File: config.mk
export PLATFORM = sky130hd
export DESIGN_NAME = prefix_fetch_queue_flat
export DESIGN_NICKNAME = d
export VERILOG_FILES = /design/src/rtl/prefix_fetch_queue_if.sv /design/src/rtl/prefix_fetch_queue.sv /design/src/flat_wrapper.sv
export SDC_FILE = /design/constraint.sdc
export NUM_CORES = 1
export LEC_CHECK = 0
export BUFFER_PORTS_ARGS = -buffer_cell sky130_fd_sc_hd__buf_4
export CAP_MARGIN = 20
export CELL_PAD_IN_SITES_DETAIL_PLACEMENT = 0
export CELL_PAD_IN_SITES_GLOBAL_PLACEMENT = 1
export CORE_MARGIN = 5
export CORE_UTILIZATION = 35
export CTS_BUF_LIST = sky130_fd_sc_hd__clkbuf_2
export DETAILED_ROUTE_END_ITERATION = 7
export PLACE_DENSITY = 0.69
export REMOVE_ABC_BUFFERS = 1
export SLEW_MARGIN = 20
export SYNTH_ARGS = -nofsm -noshare
export SYNTH_HDL_FRONTEND = slang
export SYNTH_SLANG_ARGS = --single-unit
File: constraint.sdc
create_clock -name clock -period 9.9 [get_ports clock]
set_clock_uncertainty 0.1 [all_clocks]
set_input_delay 0 -clock clock [delete_from_list [all_inputs] [get_ports clock]]
set_output_delay 0 -clock clock [all_outputs]
set_load 0.05 [all_outputs]
File: src/rtl/prefix_fetch_queue_if.sv
// Fetch-side, index-operand, decode-side and status signals of the prefix fetch queue.
// The slave modport is the queue itself; master is whoever drives fetch/decode.
interface prefix_fetch_queue_if #(
  parameter int WORD_W = 15,
  parameter int PC_W   = 12,
  parameter int ADDR_W = 12,
  parameter int DEPTH  = 4
);
  localparam int CNT_W = $clog2(DEPTH + 1);

  logic              in_valid;
  logic              in_ready;
  logic [WORD_W-1:0] in_word;
  logic [PC_W-1:0]   in_pc;

  logic              idx_req;
  logic [ADDR_W-1:0] idx_addr;
  logic              idx_valid;
  logic [WORD_W-1:0] idx_data;

  logic              out_valid;
  logic              out_ready;
  logic [WORD_W-1:0] out_word;
  logic [PC_W-1:0]   out_pc;
  logic [PC_W-1:0]   out_start_pc;
  logic              out_extend;
  logic              out_indexed;

  logic              prefix_busy;
  logic [CNT_W-1:0]  count;
  logic              err_stray_idx;

  modport slave (
    input  in_valid, in_word, in_pc, idx_valid, idx_data, out_ready,
    output in_ready, idx_req, idx_addr, out_valid, out_word, out_pc,
           out_start_pc, out_extend, out_indexed, prefix_busy, count,
           err_stray_idx
  );

  modport master (
    output in_valid, in_word, in_pc, idx_valid, idx_data, out_ready,
    input  in_ready, idx_req, idx_addr, out_valid, out_word, out_pc,
           out_start_pc, out_extend, out_indexed, prefix_busy, count,
           err_stray_idx
  );
endinterface

File: src/rtl/prefix_fetch_queue.sv
// Fetch-to-decode front end: folds AGC EXTEND/INDEX prefixes into the following
// executable word and queues only executable words, tagged with prefix state.
module prefix_fetch_queue #(
  parameter int WORD_W = 15,
  parameter int PC_W   = 12,
  parameter int ADDR_W = 12,
  parameter int DEPTH  = 4
) (
  input  logic clock,
  input  logic rst,
  input  logic flush,
  prefix_fetch_queue_if.slave bus
);
  localparam int CNT_W = $clog2(DEPTH + 1);
  localparam int PTR_W = $clog2(DEPTH);
  localparam logic [WORD_W-1:0] EXTEND_WORD = WORD_W'(6);

  typedef enum logic [1:0] {IDLE, EXT, IDX_WAIT, IDX_HOLD} state_t;

  typedef struct packed {
    logic [WORD_W-1:0] word;
    logic [PC_W-1:0]   pc;
    logic [PC_W-1:0]   start_pc;
    logic              extend;
    logic              indexed;
  } entry_t;

  state_t            state;
  state_t            state_nx;
  logic              ext_f;
  logic [WORD_W-1:0] offset;
  logic [PC_W-1:0]   start_pc;
  logic [ADDR_W-1:0] addr_r;
  logic              err_r;

  entry_t            mem [DEPTH];
  entry_t            head;
  entry_t            new_entry;
  logic [PTR_W-1:0]  wr_ptr;
  logic [PTR_W-1:0]  rd_ptr;
  logic [CNT_W-1:0]  cnt;

  logic [WORD_W-1:0] eff;
  logic              is_ext;
  logic              is_idx;
  logic [ADDR_W-1:0] new_addr;
  logic              ready;
  logic              accept;
  logic              push;
  logic              pop;
  logic              idx_take;

  assign ready    = (state != IDX_WAIT) && (cnt < CNT_W'(DEPTH));
  assign accept   = bus.in_valid && ready && !flush && !rst;
  assign idx_take = (state == IDX_WAIT) && bus.idx_valid && !flush && !rst;
  assign push     = accept && !is_ext && !is_idx;
  assign pop      = (cnt != '0) && bus.out_ready && !flush && !rst;

  // State register
  always_ff @(posedge clock) begin
    if (rst || flush) state <= IDLE;
    else              state <= state_nx;
  end

  // Next-state and word decode; only the offset-adjusted word is decoded
  always_comb begin
    eff      = (state == IDX_HOLD) ? bus.in_word + offset : bus.in_word;
    is_ext   = ((state == IDLE) || (state == EXT)) && (eff == EXTEND_WORD);
    is_idx   = (eff[WORD_W-1 -: 3] == 3'd5) && (ext_f || (eff[11:10] == 2'b00));
    new_addr = ext_f ? eff[ADDR_W-1:0] : ADDR_W'(eff[9:0]);
    state_nx = state;
    if (accept) begin
      if (is_ext)      state_nx = EXT;
      else if (is_idx) state_nx = IDX_WAIT;
      else             state_nx = IDLE;
    end else if (idx_take) begin
      state_nx = IDX_HOLD;
    end
  end

  // Outputs
  always_comb begin
    head             = mem[rd_ptr];
    bus.in_ready     = ready;
    bus.idx_req      = accept && is_idx;
    bus.idx_addr     = (accept && is_idx) ? new_addr : addr_r;
    bus.prefix_busy  = (state != IDLE);
    bus.count        = cnt;
    bus.err_stray_idx = err_r;
    bus.out_valid    = (cnt != '0);
    bus.out_word     = bus.out_valid ? head.word     : '0;
    bus.out_pc       = bus.out_valid ? head.pc       : '0;
    bus.out_start_pc = bus.out_valid ? head.start_pc : '0;
    bus.out_extend   = bus.out_valid && head.extend;
    bus.out_indexed  = bus.out_valid && head.indexed;
  end

  // Prefix context: extracode flag, index offset, restart pc, operand address
  always_ff @(posedge clock) begin
    if (rst || flush) begin
      ext_f    <= 1'b0;
      offset   <= '0;
      start_pc <= '0;
      addr_r   <= '0;
    end else if (accept) begin
      if (state == IDLE) start_pc <= bus.in_pc;
      if (is_ext) begin
        ext_f <= 1'b1;
      end else if (is_idx) begin
        addr_r <= new_addr;
        offset <= '0;
      end else begin
        ext_f  <= 1'b0;
        offset <= '0;
      end
    end else if (idx_take) begin
      offset <= bus.idx_data;
    end
  end

  // Sticky stray-response flag survives flush
  always_ff @(posedge clock) begin
    if (rst)
      err_r <= 1'b0;
    else if (!flush && bus.idx_valid && (state != IDX_WAIT))
      err_r <= 1'b1;
  end

  always_comb begin
    new_entry.word     = eff;
    new_entry.pc       = bus.in_pc;
    new_entry.start_pc = (state == IDLE) ? bus.in_pc : start_pc;
    new_entry.extend   = ext_f;
    new_entry.indexed  = (state == IDX_HOLD);
  end

  always_ff @(posedge clock) begin
    if (push) mem[wr_ptr] <= new_entry;
  end

  always_ff @(posedge clock) begin
    if (rst || flush) begin
      wr_ptr <= '0;
      rd_ptr <= '0;
      cnt    <= '0;
    end else begin
      if (push) wr_ptr <= wr_ptr + PTR_W'(1);
      if (pop)  rd_ptr <= rd_ptr + PTR_W'(1);
      cnt <= cnt + CNT_W'(push) - CNT_W'(pop);
    end
  end
endmodule
File: src/flat_wrapper.sv
// flat-port wrapper written by rule: the top's interface ports become plain ports
module prefix_fetch_queue_flat 
#(
  parameter int WORD_W = 15,
  parameter int PC_W   = 12,
  parameter int ADDR_W = 12,
  parameter int DEPTH  = 4
)
  (clock, rst, flush, bus_in_valid, bus_in_word, bus_in_pc, bus_idx_valid, bus_idx_data, bus_out_ready, bus_in_ready, bus_idx_req, bus_idx_addr, bus_out_valid, bus_out_word, bus_out_pc, bus_out_start_pc, bus_out_extend, bus_out_indexed, bus_prefix_busy, bus_count, bus_err_stray_idx);
  prefix_fetch_queue_if #(.WORD_W(WORD_W), .PC_W(PC_W), .ADDR_W(ADDR_W), .DEPTH(DEPTH)) bus_i ();
  input  logic clock;
  input  logic rst;
  input  logic flush;
  input wire logic [$bits(bus_i.in_valid)-1:0] bus_in_valid;
  input wire logic [$bits(bus_i.in_word)-1:0] bus_in_word;
  input wire logic [$bits(bus_i.in_pc)-1:0] bus_in_pc;
  input wire logic [$bits(bus_i.idx_valid)-1:0] bus_idx_valid;
  input wire logic [$bits(bus_i.idx_data)-1:0] bus_idx_data;
  input wire logic [$bits(bus_i.out_ready)-1:0] bus_out_ready;
  output wire logic [$bits(bus_i.in_ready)-1:0] bus_in_ready;
  output wire logic [$bits(bus_i.idx_req)-1:0] bus_idx_req;
  output wire logic [$bits(bus_i.idx_addr)-1:0] bus_idx_addr;
  output wire logic [$bits(bus_i.out_valid)-1:0] bus_out_valid;
  output wire logic [$bits(bus_i.out_word)-1:0] bus_out_word;
  output wire logic [$bits(bus_i.out_pc)-1:0] bus_out_pc;
  output wire logic [$bits(bus_i.out_start_pc)-1:0] bus_out_start_pc;
  output wire logic [$bits(bus_i.out_extend)-1:0] bus_out_extend;
  output wire logic [$bits(bus_i.out_indexed)-1:0] bus_out_indexed;
  output wire logic [$bits(bus_i.prefix_busy)-1:0] bus_prefix_busy;
  output wire logic [$bits(bus_i.count)-1:0] bus_count;
  output wire logic [$bits(bus_i.err_stray_idx)-1:0] bus_err_stray_idx;
  assign bus_i.in_valid = bus_in_valid;
  assign bus_i.in_word = bus_in_word;
  assign bus_i.in_pc = bus_in_pc;
  assign bus_i.idx_valid = bus_idx_valid;
  assign bus_i.idx_data = bus_idx_data;
  assign bus_i.out_ready = bus_out_ready;
  assign bus_in_ready = bus_i.in_ready;
  assign bus_idx_req = bus_i.idx_req;
  assign bus_idx_addr = bus_i.idx_addr;
  assign bus_out_valid = bus_i.out_valid;
  assign bus_out_word = bus_i.out_word;
  assign bus_out_pc = bus_i.out_pc;
  assign bus_out_start_pc = bus_i.out_start_pc;
  assign bus_out_extend = bus_i.out_extend;
  assign bus_out_indexed = bus_i.out_indexed;
  assign bus_prefix_busy = bus_i.prefix_busy;
  assign bus_count = bus_i.count;
  assign bus_err_stray_idx = bus_i.err_stray_idx;
  prefix_fetch_queue #(.WORD_W(WORD_W), .PC_W(PC_W), .ADDR_W(ADDR_W), .DEPTH(DEPTH)) u_core (.clock(clock), .rst(rst), .flush(flush), .bus(bus_i));
endmodule
==> metrics.md <==
| Metric | Value |
|---|---|
| Vias in the first global route | 6628 |
| First-pass GRT wire length | 35400 um |
| Mapped cell area | 9400 um2 |
| GRT Residual Overflow | 0 |
| Crit path max-delay cell type | or4_1 |
| Slew margin rel. | 29.2% |
| Fmax | 0.200 GHz |
| Setup_tns | 0 ns |
| Rows | 60 |
| Final min period | 5.01 ns |
| Hold wc startpoint | flush |
| Area contributors post-synth | edfxtp_1, dfxtp_1, mux4_2, and2_1, ha_1 |
| Peak per-stage delay on the critical path | 0.91 ns |
| ANT nets after route | 0 |
| Vias | 6202 |
| CTS tree | done |
| Finished Layout Cells | 1276 |
| Root Driver | clkbuf_2 |
| Most common cell in the netlist | edfxtp_1 |
| Die width | 174 um |
| Pwr Density | 142 nW/um2 |
| Synth-to-Final Area Change | 29.1% |
| Routed wire length | 22000 um |
| # IOs | 109 |
| R2R depth | 16 |
| Via density | 4.86 |
| End of the worst register-to-register path | u_core.bus.count[2] |
| CP Max Fanout | 30 |
| RSZ-0062 raised after global routing | false |
| Utilization after layout | 45.4% |
| YS warnings | 0 |
| Hold-fix buffers, CTS | 103 |
| Final Net Count | 957 |
| Post-synth EDFFs | 164 |
| Ratio of cells with drive above 1 in the final layout | 30.8% |
| Area after DPL | 10500 um2 |
| Kind of cell adding the most delay to the critical path | simple AND/OR/NAND/NOR gates |
| PostCTS Resize Cnt | 0 |
| Die height | 174 um |
| Arrival time worst endpoint | 4.91 ns |
| Core area | 26700 um2 |
| CP endpoint kind | primary output |
| CP dominant cell by count | o211ai_1 |
| Post-synthesis cell count | 645 |
| Postcts setup bufs | 0 |
| Drt initial violations | 266 |
| Sequential fraction of the synthesis area | 63.5% |
| Worst reg2reg path startpoint | u_core.state[1] |
| Clk Latency, worst-skew pair | 0.81 ns |
| Antenna violations before repair | 1 |
| FF+latch count, synth | 216 |
| Hold Path Cell Cnt | 6 |
| Post-route cell area | 12100 um2 |
| Clock sink count | 216 |
| Die area | 30200 um2 |
| Synth cell types | 58 |
| Clock Pin Slew Worst Setup and Hold Paths | 0.12 ns |
| Detailed-placement wirelength estimate | 13400 um |
| Cell Chain, Critical Path | nand2_1, inv_2, and3_1, mux2i_1, o211ai_1, a211oi_2, o211ai_1, or4_1, and2_1, or2_1, buf_4 |
| Leading area contributor after synthesis | edfxtp_1 |
| Clock Tree Buf Depth | 3 |
| GPL Wtd Cong | 0.813 |
| Critical path class | flop to primary output |
| Commonest cells post-synth | edfxtp_1, and2_1, nand2_1, dfxtp_1, mux4_2 |
| Largest net degree at the start of global routing | 44 |
| # H-tree levels | 2 |
| Setup-failing EPs final | 0 |
| Status | finished, final reports clean |
| Area share of the largest cell type after synthesis | 52.4% |
| Port Buffer Count | 108 |
| Worst Hold Class | primary input to flop |
| Worst endpoint required time | 9.80 ns |
| DR WL/cell | 17.2 um |
| Share of flip-flops with an asynchronous set or reset | 0% |
| Placed cells | 1066 |
| Avg Cell Area, Syn | 14.6 um2 |
| Period Utilization, post-route | 50.6% |
| R2R setup slack | 5.19 ns |
| Maximum VDD drop | 0.0508 mV |
| Buf/Inv on CP | 2 |
| Final hold slack | 0.130 ns |
| Count of final hold-check violations | 0 |
| Leading register cell type out of synthesis | edfxtp_1 |
| Drt pass-1 iters | 5 |
| Slew Limit Fails | 0 |
| Total Routing Usage GR | 14.5% |
| Worst-Margin Slew | 1.06 ns |
| Critical path launch point type | flop |
| Max-cap violations | 0 |
| Num CTS Buffers | 56 |
| Drc violations | 0 |
| Worst hold endpoint | u_core.wr_ptr[0] |
| Starting density of the core | 35.2% |
| LEAKAGE | 4.65 nW |
-- report_power, final --
group / internal, mW / leakage, nW / switching [mW]
sequential: 0.983 / 1.92 / 0.00300
combinational: 0.0604 / 2.31 / 0.0707
clock: 0.247 / 0.418 / 0.355
total: 1.29 / 4.65 / 0.429
-- cell families (layout without fill, tap and decap cells) --
family	count (synthesis)	in the layout	share of synthesized area, %
other	0	1	0
adders and majority gates	22	22	3.09
buffers and inverters	46	335	2.05
muxes	67	67	13.1
AOI/OAI and AO/OA	99	99	7.12
DFF	216	216	63.5
xor gates and xnor gates	11	11	1.03
and+or+nand+nor	184	184	10.1
-- layout make-up --
class	count	area, um2
repair buffers	219	1920
flip-flops and latches	216	5970
inverters	11	41.3
multi-input cells	383	3250
clock inverters	13	62.6
clock buffers	92	460
diodes	1	2.50
fillers	2495	14600
well taps	341	427
-- state kept, by name, summed over array words and instances (netlist names), named ones only --
signal,flops
u_core.bus.count,3
u_core.start_pc,12
u_core.rd_ptr,2
u_core.mem,164
u_core.bus.err_stray_idx,1
u_core.wr_ptr,2
u_core.offset,15
u_core.ext_f,1
u_core.state,2
u_core.addr_r,12
-- worst max-delay path by stage --
stage | start | end | cells past startpoint
global placement | u_core.state[1] | u_core.mem[3][17] | 8
global route | u_core.state[1] | bus_idx_addr[10] | 11
CTS | u_core.state[1] | bus_idx_addr[10] | 11
floorplan | u_core.offset[0] | u_core.addr_r[11] | 11
finish | u_core.state[1] | bus_idx_addr[10] | 11
detailed placement | u_core.state[1] | u_core.mem[2][5] | 8
-- cell usage in the layout, fill, tap and decap left out, drive strengths merged, types with 4 or more instances in the layout --
cell and instances:
nor2 27, and2 59, mux2 22, o21a 9, mux4 41, o21ai 21, xnor2 6, buf 116
a211oi 5, nand2 56, dfxtp 52, and3 7, edfxtp 164, o211ai 5, xor2 5, mux2i 4
nor3 8, a21oi 28, clkbuf 92, nand3 9, clkinv 11, inv 13, a22o 15, dlygate4sd3 103
ha 20
-- worst min-delay path: stages --
cell and delay, ns:
dlygate4sd3_1 0.53, buf_4 0.11, nor2_1 0.03, buf_4 0.19, nand2_1 0.08, o21ai_0 0.06
-- stage by stage --
stage | worst slack, ns | power (mW)
5_1_grt | 4.48 | 1.81
3_3_place_gp | 5.49 | 1.11
3_5_place_dp | 5.38 | 1.11
2_1_floorplan | 5.74 | 1.06
4_1_cts | 4.81 | 1.75
6_report | 4.89 | 1.72
-- metal layers --
metal / track usage, % / vias up / wire, um
li1: - / 2982 / -
met2: 24.5 / 164 / 10700
met1: 19.0 / 3035 / 9750
met3: 3.40 / 21 / 1330
met4: 3.86 / 0 / 211
met5: 0 / - / 0
Power figures use the tool's default switching activity.
